### src/rtl/race_ctrl.sv
// Race sequencer: start-light countdown, lap counting with checkpoint
// arming, seconds timer, finish-screen hold and return to idle.
module race_ctrl #(
  parameter int TICK_CYCLES = 65000000,
  parameter int COUNT_FROM  = 3,
  parameter int LAPS        = 3,
  parameter int FINISH_HOLD = 5
) (
  input  logic       pclk,
  input  logic       rst_n,
  input  logic       game_visible,
  input  logic       abort,
  input  logic [3:0] controls_in,
  input  logic       line_cross,
  input  logic       checkpoint,
  output logic [3:0] controls_out,
  output logic [3:0] countdown,
  output logic       go_visible,
  output logic [3:0] lap,
  output logic [9:0] race_time,
  output logic       finish_visible,
  output logic       race_done,
  output logic [1:0] state_dbg
);

  typedef enum logic [1:0] {
    IDLE      = 2'b00,
    COUNTDOWN = 2'b01,
    RACING    = 2'b10,
    FINISHED  = 2'b11
  } state_t;

  localparam int CW = (TICK_CYCLES > 1) ? $clog2(TICK_CYCLES) : 1;
  localparam int HW = $clog2(FINISH_HOLD + 2);
  localparam logic [CW-1:0] TICK_MAX = CW'(TICK_CYCLES - 1);
  localparam logic [3:0] CNT0 = 4'(COUNT_FROM);
  localparam logic [3:0] LAP_N = 4'(LAPS);
  localparam logic [HW-1:0] HOLD_N = HW'(FINISH_HOLD);

  state_t        state;
  logic [CW-1:0] cnt;
  logic [HW-1:0] hold;
  logic          gv_prev;
  logic          armed;
  logic          rise;
  logic          kill;
  logic          tick;
  logic          lap_end;
  logic          hold_end;
  logic          cd_end;
  logic          moving;

  assign rise = game_visible & ~gv_prev;
  assign kill = abort | (~game_visible & (state != IDLE));
  assign tick = (state != IDLE) && (cnt == TICK_MAX);
  assign lap_end = (state == RACING) && line_cross && armed &&
                   ((lap + 4'd1) == LAP_N);
  assign hold_end = (hold + HW'(1)) >= HOLD_N;
  assign cd_end = (state == COUNTDOWN) && tick && (countdown == 4'd1);
  assign moving = kill | cd_end | lap_end |
                  ((state == FINISHED) && tick && hold_end);
  assign state_dbg = state;

  // One-second tick divider, restarted whenever the state changes
  always_ff @(posedge pclk or negedge rst_n) begin
    if (!rst_n) begin
      cnt <= '0;
    end else if ((state == IDLE) || moving || tick) begin
      cnt <= '0;
    end else begin
      cnt <= cnt + CW'(1);
    end
  end

  // Race state machine with all outputs registered
  always_ff @(posedge pclk or negedge rst_n) begin
    if (!rst_n) begin
      state          <= IDLE;
      gv_prev        <= 1'b0;
      armed          <= 1'b0;
      hold           <= '0;
      controls_out   <= '0;
      countdown      <= '0;
      go_visible     <= 1'b0;
      lap            <= '0;
      race_time      <= '0;
      finish_visible <= 1'b0;
      race_done      <= 1'b0;
    end else begin
      gv_prev   <= game_visible;
      race_done <= 1'b0;
      if (kill) begin
        state          <= IDLE;
        armed          <= 1'b0;
        hold           <= '0;
        controls_out   <= '0;
        countdown      <= '0;
        go_visible     <= 1'b0;
        lap            <= '0;
        race_time      <= '0;
        finish_visible <= 1'b0;
      end else begin
        unique case (state)
          IDLE: begin
            controls_out   <= '0;
            countdown      <= '0;
            go_visible     <= 1'b0;
            finish_visible <= 1'b0;
            hold           <= '0;
            if (rise) begin
              state     <= COUNTDOWN;
              countdown <= CNT0;
              lap       <= '0;
              race_time <= '0;
              armed     <= 1'b0;
            end
          end
          COUNTDOWN: begin
            controls_out <= '0;
            if (tick) begin
              if (countdown == 4'd1) begin
                state      <= RACING;
                countdown  <= '0;
                go_visible <= 1'b1;
              end else begin
                countdown <= countdown - 4'd1;
              end
            end
          end
          RACING: begin
            if (tick) begin
              go_visible <= 1'b0;
              if (race_time != 10'h3FF) begin
                race_time <= race_time + 10'd1;
              end
            end
            if (line_cross && armed) begin
              lap   <= lap + 4'd1;
              armed <= checkpoint;
            end else if (checkpoint) begin
              armed <= 1'b1;
            end
            if (lap_end) begin
              state          <= FINISHED;
              race_done      <= 1'b1;
              finish_visible <= 1'b1;
              go_visible     <= 1'b0;
              controls_out   <= '0;
              hold           <= '0;
            end else begin
              controls_out <= controls_in;
            end
          end
          FINISHED: begin
            controls_out <= '0;
            if (tick) begin
              if (hold_end) begin
                state          <= IDLE;
                finish_visible <= 1'b0;
              end else begin
                hold <= hold + HW'(1);
              end
            end
          end
          default: state <= IDLE;
        endcase
      end
    end
  end

endmodule

### config.mk
export PLATFORM = sky130hd
export DESIGN_NAME = race_ctrl
export DESIGN_NICKNAME = d
export VERILOG_FILES = /design/src/rtl/race_ctrl.sv
export SDC_FILE = /design/constraint.sdc
export NUM_CORES = 1
export LEC_CHECK = 0
export CORE_MARGIN = 8
export CORE_UTILIZATION = 40
export DETAILED_ROUTE_END_ITERATION = 7
export GPL_TIMING_DRIVEN = 1
export MAX_ROUTING_LAYER = met4
export SLEW_MARGIN = 30
export SYNTH_ARGS = -nofsm -noshare
export SYNTH_HDL_FRONTEND = slang
export SYNTH_SLANG_ARGS = --single-unit
### constraint.sdc
create_clock -name pclk -period 2.9 [get_ports pclk]
set_input_delay 0.29 -clock pclk [delete_from_list [all_inputs] [get_ports pclk]]
set_output_delay 0.29 -clock pclk [all_outputs]
set_load 0.01 [all_outputs]
Yosys cells after proc, flatten, opt, wreduce, memory -nomap -nowiden

Index checks and enable logic that the tools add are counted.

Register bits after elaboration: 58
Bits in latches: 0
Bits in writable memories: 0
ROM bits: 0
Input bits: 10
Output and inout bits: 27
Logic and storage cells: 121
Memories kept: 0

$add $sub $neg: 5
Multipliers: 0
Div/mod/pow operators: 0
$lt $le $gt $ge: 1
Equality and inequality tests: 19
Shift-type cells: 0
Muxes and demuxes: 50
Bitwise gates (word level): 8
Reductions and logical operators: 26

Operator list:

| operator                                                                | count |
|---|---|
| 10-bit 2-to-1 mux                                                       | 4 |
| 4-bit 2-to-1 mux                                                        | 8 |
| 26-bit by 1-bit adder with 26-bit output, second input constant         | 1 |
| 26-bit == test, second input constant                                   | 1 |
| 26-bit 2-to-1 mux                                                       | 1 |
| 4-bit case mux with 2 select lines                                      | 3 |
| 3-bit inequality test, second input constant                            | 7 |
| 10-bit case mux with 2 select lines                                     | 1 |
| 1-bit 2-to-1 mux                                                        | 16 |
| 2-bit 2-to-1 mux                                                        | 8 |
| 4-bit AND reduction                                                     | 4 |
| 3-bit 2-to-1 mux                                                        | 4 |
| 10-bit by 1-bit adder with 10-bit output, second input constant         | 1 |
| 10-bit inequality test, second input constant                           | 1 |
| 1-bit logical AND                                                       | 9 |
| 3-bit by 2-bit inequality test with 1-bit output, second input constant | 3 |
| 3-bit case mux with 3 select lines                                      | 1 |
| 2-bit case mux with 4 select lines                                      | 1 |
| 4-bit nonzero test                                                      | 2 |
| 1-bit case mux with 3 select lines                                      | 2 |
| 3-bit AND reduction                                                     | 2 |
| 6-bit AND reduction                                                     | 1 |
| 3-bit nonzero test                                                      | 2 |
| 4-bit by 1-bit adder with 4-bit output, second input constant           | 1 |
| other kinds (18)                                                        | 25 |

Logic depth before layout (Yosys ltp)

Depth after elaboration: 10
Depth in mapped cells: 9
Mapped depth without buffers: 7

Worst setup path after synthesis

No wires, ideal clock.

Kind: register -> register
From: register state[0], in the netlist state_dbg[0]
To: register race_time[8]
Library setup time: 0.078 ns
Arrival: 2.247 ns
Path slack: 0.576 ns
Stages on the path, launching flop included: 9
Path buffers: 1
Clock period less this slack: 2.324 ns
Cells stage by stage: dfrtp_1 inv_1 ha_1 buf_6 nor4b_1 nand4_1 a2111o_1 or4_1 a21oi_1

Word-level cells in the longest chain between the ends: 5
Elaborated cells between the ends (all ways): 13
Those cells by class: eq/ne: 4; mux: 2; bitwise: 2; reduce/logical: 5

RTL lines:

| what                                                                                      | RTL line | RTL |
|---|---|---|
| start: declaration                                                                        | 40       | `state_t state;` |
| start signal: assignment                                                                  | 78       | `state <= IDLE;` |
| start signal: assignment                                                                  | 93       | `state <= IDLE;` |
| start signal: assignment                                                                  | 111      | `state <= COUNTDOWN;` |
| 2-bit nonzero test                                                                        | 54, 55   |  |
| 1-bit bitwise AND                                                                         | 54       | `assign kill = abort \| (~game_visible & (state != IDLE));` |
| 1-bit OR                                                                                  | 54       |  |
| 3-bit by 2-bit inequality test with 1-bit output (no source line) (tied with other cells) | n/a      |  |
| 4-bit AND reduction (no source line)                                                      | n/a      |  |
| end signal: assignment                                                                    | 134      | `race_time <= race_time + 10'd1;` |
| end: declaration                                                                          | 20       | `output logic [9:0] race_time,` |

Several ways; a longest one is shown, not always the timed one.
A chain may end at the register's enable or synchronous reset.

Final worst setup path

From: register state[0], in the netlist state_dbg[0]
To: register race_time[9]

The elaborated chain is that of the path after synthesis.

==> metrics.md <==
| Metric | Value |
|---|---|
| Status | `finished, final reports clean` |
| Fraction of layout cells with a size suffix above 1 | `0.0911` |
| DRC Markers | `0` |
| Clock buffer depth | `2` |
| Postcts setup bufs | `0` |
| Drt wl/cell | `14.6 um` |
| Critical-path cell list | `inv_1 > ha_1 > or3b_2 > a21bo_2 > a2111o_1 > or4_1 > a21oi_1` |
| CP bufs+invs | `1` |
| Synth Instances | `340` |
| WS Path Type | `flip-flop to flip-flop` |
| Storage element area | `1450 sq um` |
| Worst R2R Setup Slack | `0.29 ns` |
| Via/cell ratio | `5.21` |
| # diodes | `0` |
| Worst EP required | `3.16 ns` |
| RSZ-0062 raised after global routing | `false` |
| Post-cts sizing count | `0` |
| Seq/Total Area, Yosys | `0.448` |
| Fin util | `0.495` |
| Final worst slack | `0.292 ns` |
| DIE AREA | `11200 sq um` |
| Post-synth top area share | `0.448` |
| Leak | `0.00166 uW` |
| Synth cell count leaders | `58 x dfrtp_1, 43 x nor2_1, 24 x nand2_1` |
| Core ar. | `8010 sq um` |
| Clock power frac | `0.348` |
| Crit path DAT | `2.87 ns` |
| Post-DP HPWL | `5.35 mm` |
| Seq pwr share | `0.403` |
| Switching Share | `0.309` |
| CTS tree | `done` |
| Post-synth top flop | `dfrtp_1` |
| Max Slew Vio Count | `0` |
| Top cells by area, synth | `dfrtp_1 45%, xor2_1 5.4%, nor2_1 5.0%, ha_1 4.6%, nand3_1 3.2%` |
| Worst setup EP type | `flip-flop` |
| Worst hold path class | `primary input to async pin` |
| First-pass GRT wire length | `12.3 mm` |
| Power density over the cells | `550 nW/um^2` |
| I/O pin cnt | `37` |
| Worst Max-Slew Pin Slew | `0.622 ns` |
| Fill count | `769` |
| Total routed wirelength | `7.32 mm` |
| CP max stage delay | `0.53 ns` |
| Yosys warnings | `0` |
| CTS root buffer | `clkbuf_8` |
| Post-route ant nets | `0` |
| Post-synth EDFFs | `0` |
| Final setup vio count | `0` |
| Yosys reg bits | `58` |
| Die W | `106 um` |
| Site row count | `33` |
| Crit path max fanout | `13` |
| Largest area contributor in the netlist | `dfrtp_1` |
| Fin crit period | `2.61 ns` |
| GPL Wtd Cong | `0.834` |
| Crit Reg-Reg Endpoint | `race_time[9]` |
| Netlist Area Pre-Place | `3240 sq um` |
| Max_cap viols | `0` |
| Clk sinks | `58` |
| 1st-iter DRT viols | `104` |
| Max Freq | `0.383 GHz` |
| Final layout net count | `412` |
| Area delta synth->final | `22.5%` |
| Slowest cell on crit path | `a2111o_1` |
| Setup_tns | `0 ns` |
| Max VDD drop | `233 uV` |
| Sw power | `674 uW` |
| Crit path max-delay family | `compound AO/OA/AOI/OAI gates` |
| Largest net degree at the start of global routing | `27` |
| Syn nets | `362` |
| Starting Density | `0.404` |
| Critical Path Source Type | `flip-flop` |
| R2r startpoint | `state_dbg[0]` |
| Die span in y | `106 um` |
| Number of global-route vias before repair | `2614` |
| Total congestion overflow | `0` |
| Clk Latency, worst-skew pair | `0.33 ns` |
| Pre-CTS setup slack | `0.300 ns` |
| Clock edge transition at the registers on the reported setup and hold paths | `0.07 ns` |
| Tcrit/Tclk final | `0.899` |
| Initial antenna violation count | `0` |
| H-tree levels | `3` |
| Count leader, synth | `dfrtp_1` |
| CTS buffer count | `9` |
| Int Pwr | `1510 uW` |
| Pre-Repair DR Iteration Count | `4` |
| Pwr Total | `2180 uW` |
| Crit path from | `state_dbg[0]` |
| Combinational power share | `0.249` |
| Setup Skew | `0.0102 ns` |
| Headroom to the max-slew limit | `0.584` |
| Vias | `2607` |
| Worst reg2reg path depth | `7` |
| Netlist cell types | `53` |
| Final Hold Vio Count | `0` |
| Total GRT Usage | `0.138` |
| Multi-input logic area | `1680 sq um` |
| Number of port buffers | `36` |
| Asr flop ratio synth | `1.00` |
| Avg Inst Size Synth | `9.52 sq um` |
-- metrics by stage --
step / std cells / area (sq um) / hold WS, ns
global route: 500 / 3970 / 0.456
global placement: 483 / 3750 / 0.240
CTS: 500 / 3970 / 0.411
floorplan: 340 / 3240 / -0.00559
detailed placement: 483 / 3750 / 0.246
finish: 500 / 3970 / 0.417
-- repair_timing --
item / 4_1_cts / 5_1_grt
endpoints found under the setup margin: 0 / 0
hold buffers: 1 / 0
endpoints found under the hold margin: 16 / 0
-- power by group through the flow --
stage          logic [uW]  clock network (uW)  registers, uW
3_3_place_gp          545                   0            893
2_1_floorplan         345                   0            903
3_5_place_dp          544                   0            895
4_1_cts               549                 780            879
6_report              543                 759            879
5_1_grt               609                 818            887
-- logic make-up (layout without fill, tap and decap cells) --
kind of cell / after synthesis / after routing / share of synthesized area
compound gates: 65 / 65 / 0.138
simple gates: 149 / 149 / 0.247
fa+ha+maj: 12 / 12 / 0.0464
flops: 58 / 58 / 0.448
mux: 4 / 4 / 0.0128
xor+xnor: 28 / 28 / 0.0758
buf+inv: 24 / 79 / 0.0321
-- state kept, by name (all words and copies together) (netlist names), 2 cells and up --
register,flops
hold,3
cnt,26
countdown,4
lap,4
race_time,10
state_dbg,2
controls_out,4
-- per-layer routing --
| metal | part of all wire | GRT usage | vias up |
|---|---|---|---|
| li1 | - | - | 1318 |
| met1 | 0.47 | 0.164 | 1238 |
| met2 | 0.48 | 0.219 | 47 |
| met3 | 0.044 | 0.0369 | 4 |
| met4 | 0.0078 | 0.0503 | 0 |
| met5 | 0 | - | - |
-- worst max path at each step --
| stage | to | slack (ns) | depth (start not counted) |
|---|---|---|---|
| 5_1_grt | race_time[5] | 0.07 | 7 |
| 2_1_floorplan | race_time[8] | 0.58 | 8 |
| 6_report | race_time[9] | 0.29 | 7 |
| 3_3_place_gp | race_time[9] | 0.39 | 7 |
| 3_5_place_dp | race_time[8] | 0.30 | 7 |
| 4_1_cts | race_time[8] | 0.30 | 7 |
-- final cells by class --
cell class,instances,area share
clock inverter,5,0.0133
timing repair buffer,46,0.109
tap,105,0.0331
multi-input combinational,258,0.424
sequential,58,0.366
inverter,17,0.0161
clock buffer,11,0.0382
-- layout by cell type (no fill, tap or decap), types with 7 or more instances in the layout --
| cell | count |
|---|---|
| a21oi_1 | 11 |
| and2_1 | 8 |
| and4_1 | 7 |
| buf_4 | 9 |
| clkbuf_8 | 11 |
| clkdlybuf4s50_1 | 35 |
| dfrtp_1 | 58 |
| ha_1 | 12 |
| inv_1 | 17 |
| nand2_1 | 24 |
| nand3_1 | 21 |
| nand4_1 | 7 |
| nor2_1 | 43 |
| o21ai_0 | 19 |
| xnor2_1 | 8 |
| xor2_1 | 20 |
Note: power is estimated with default switching activity, not from simulation.
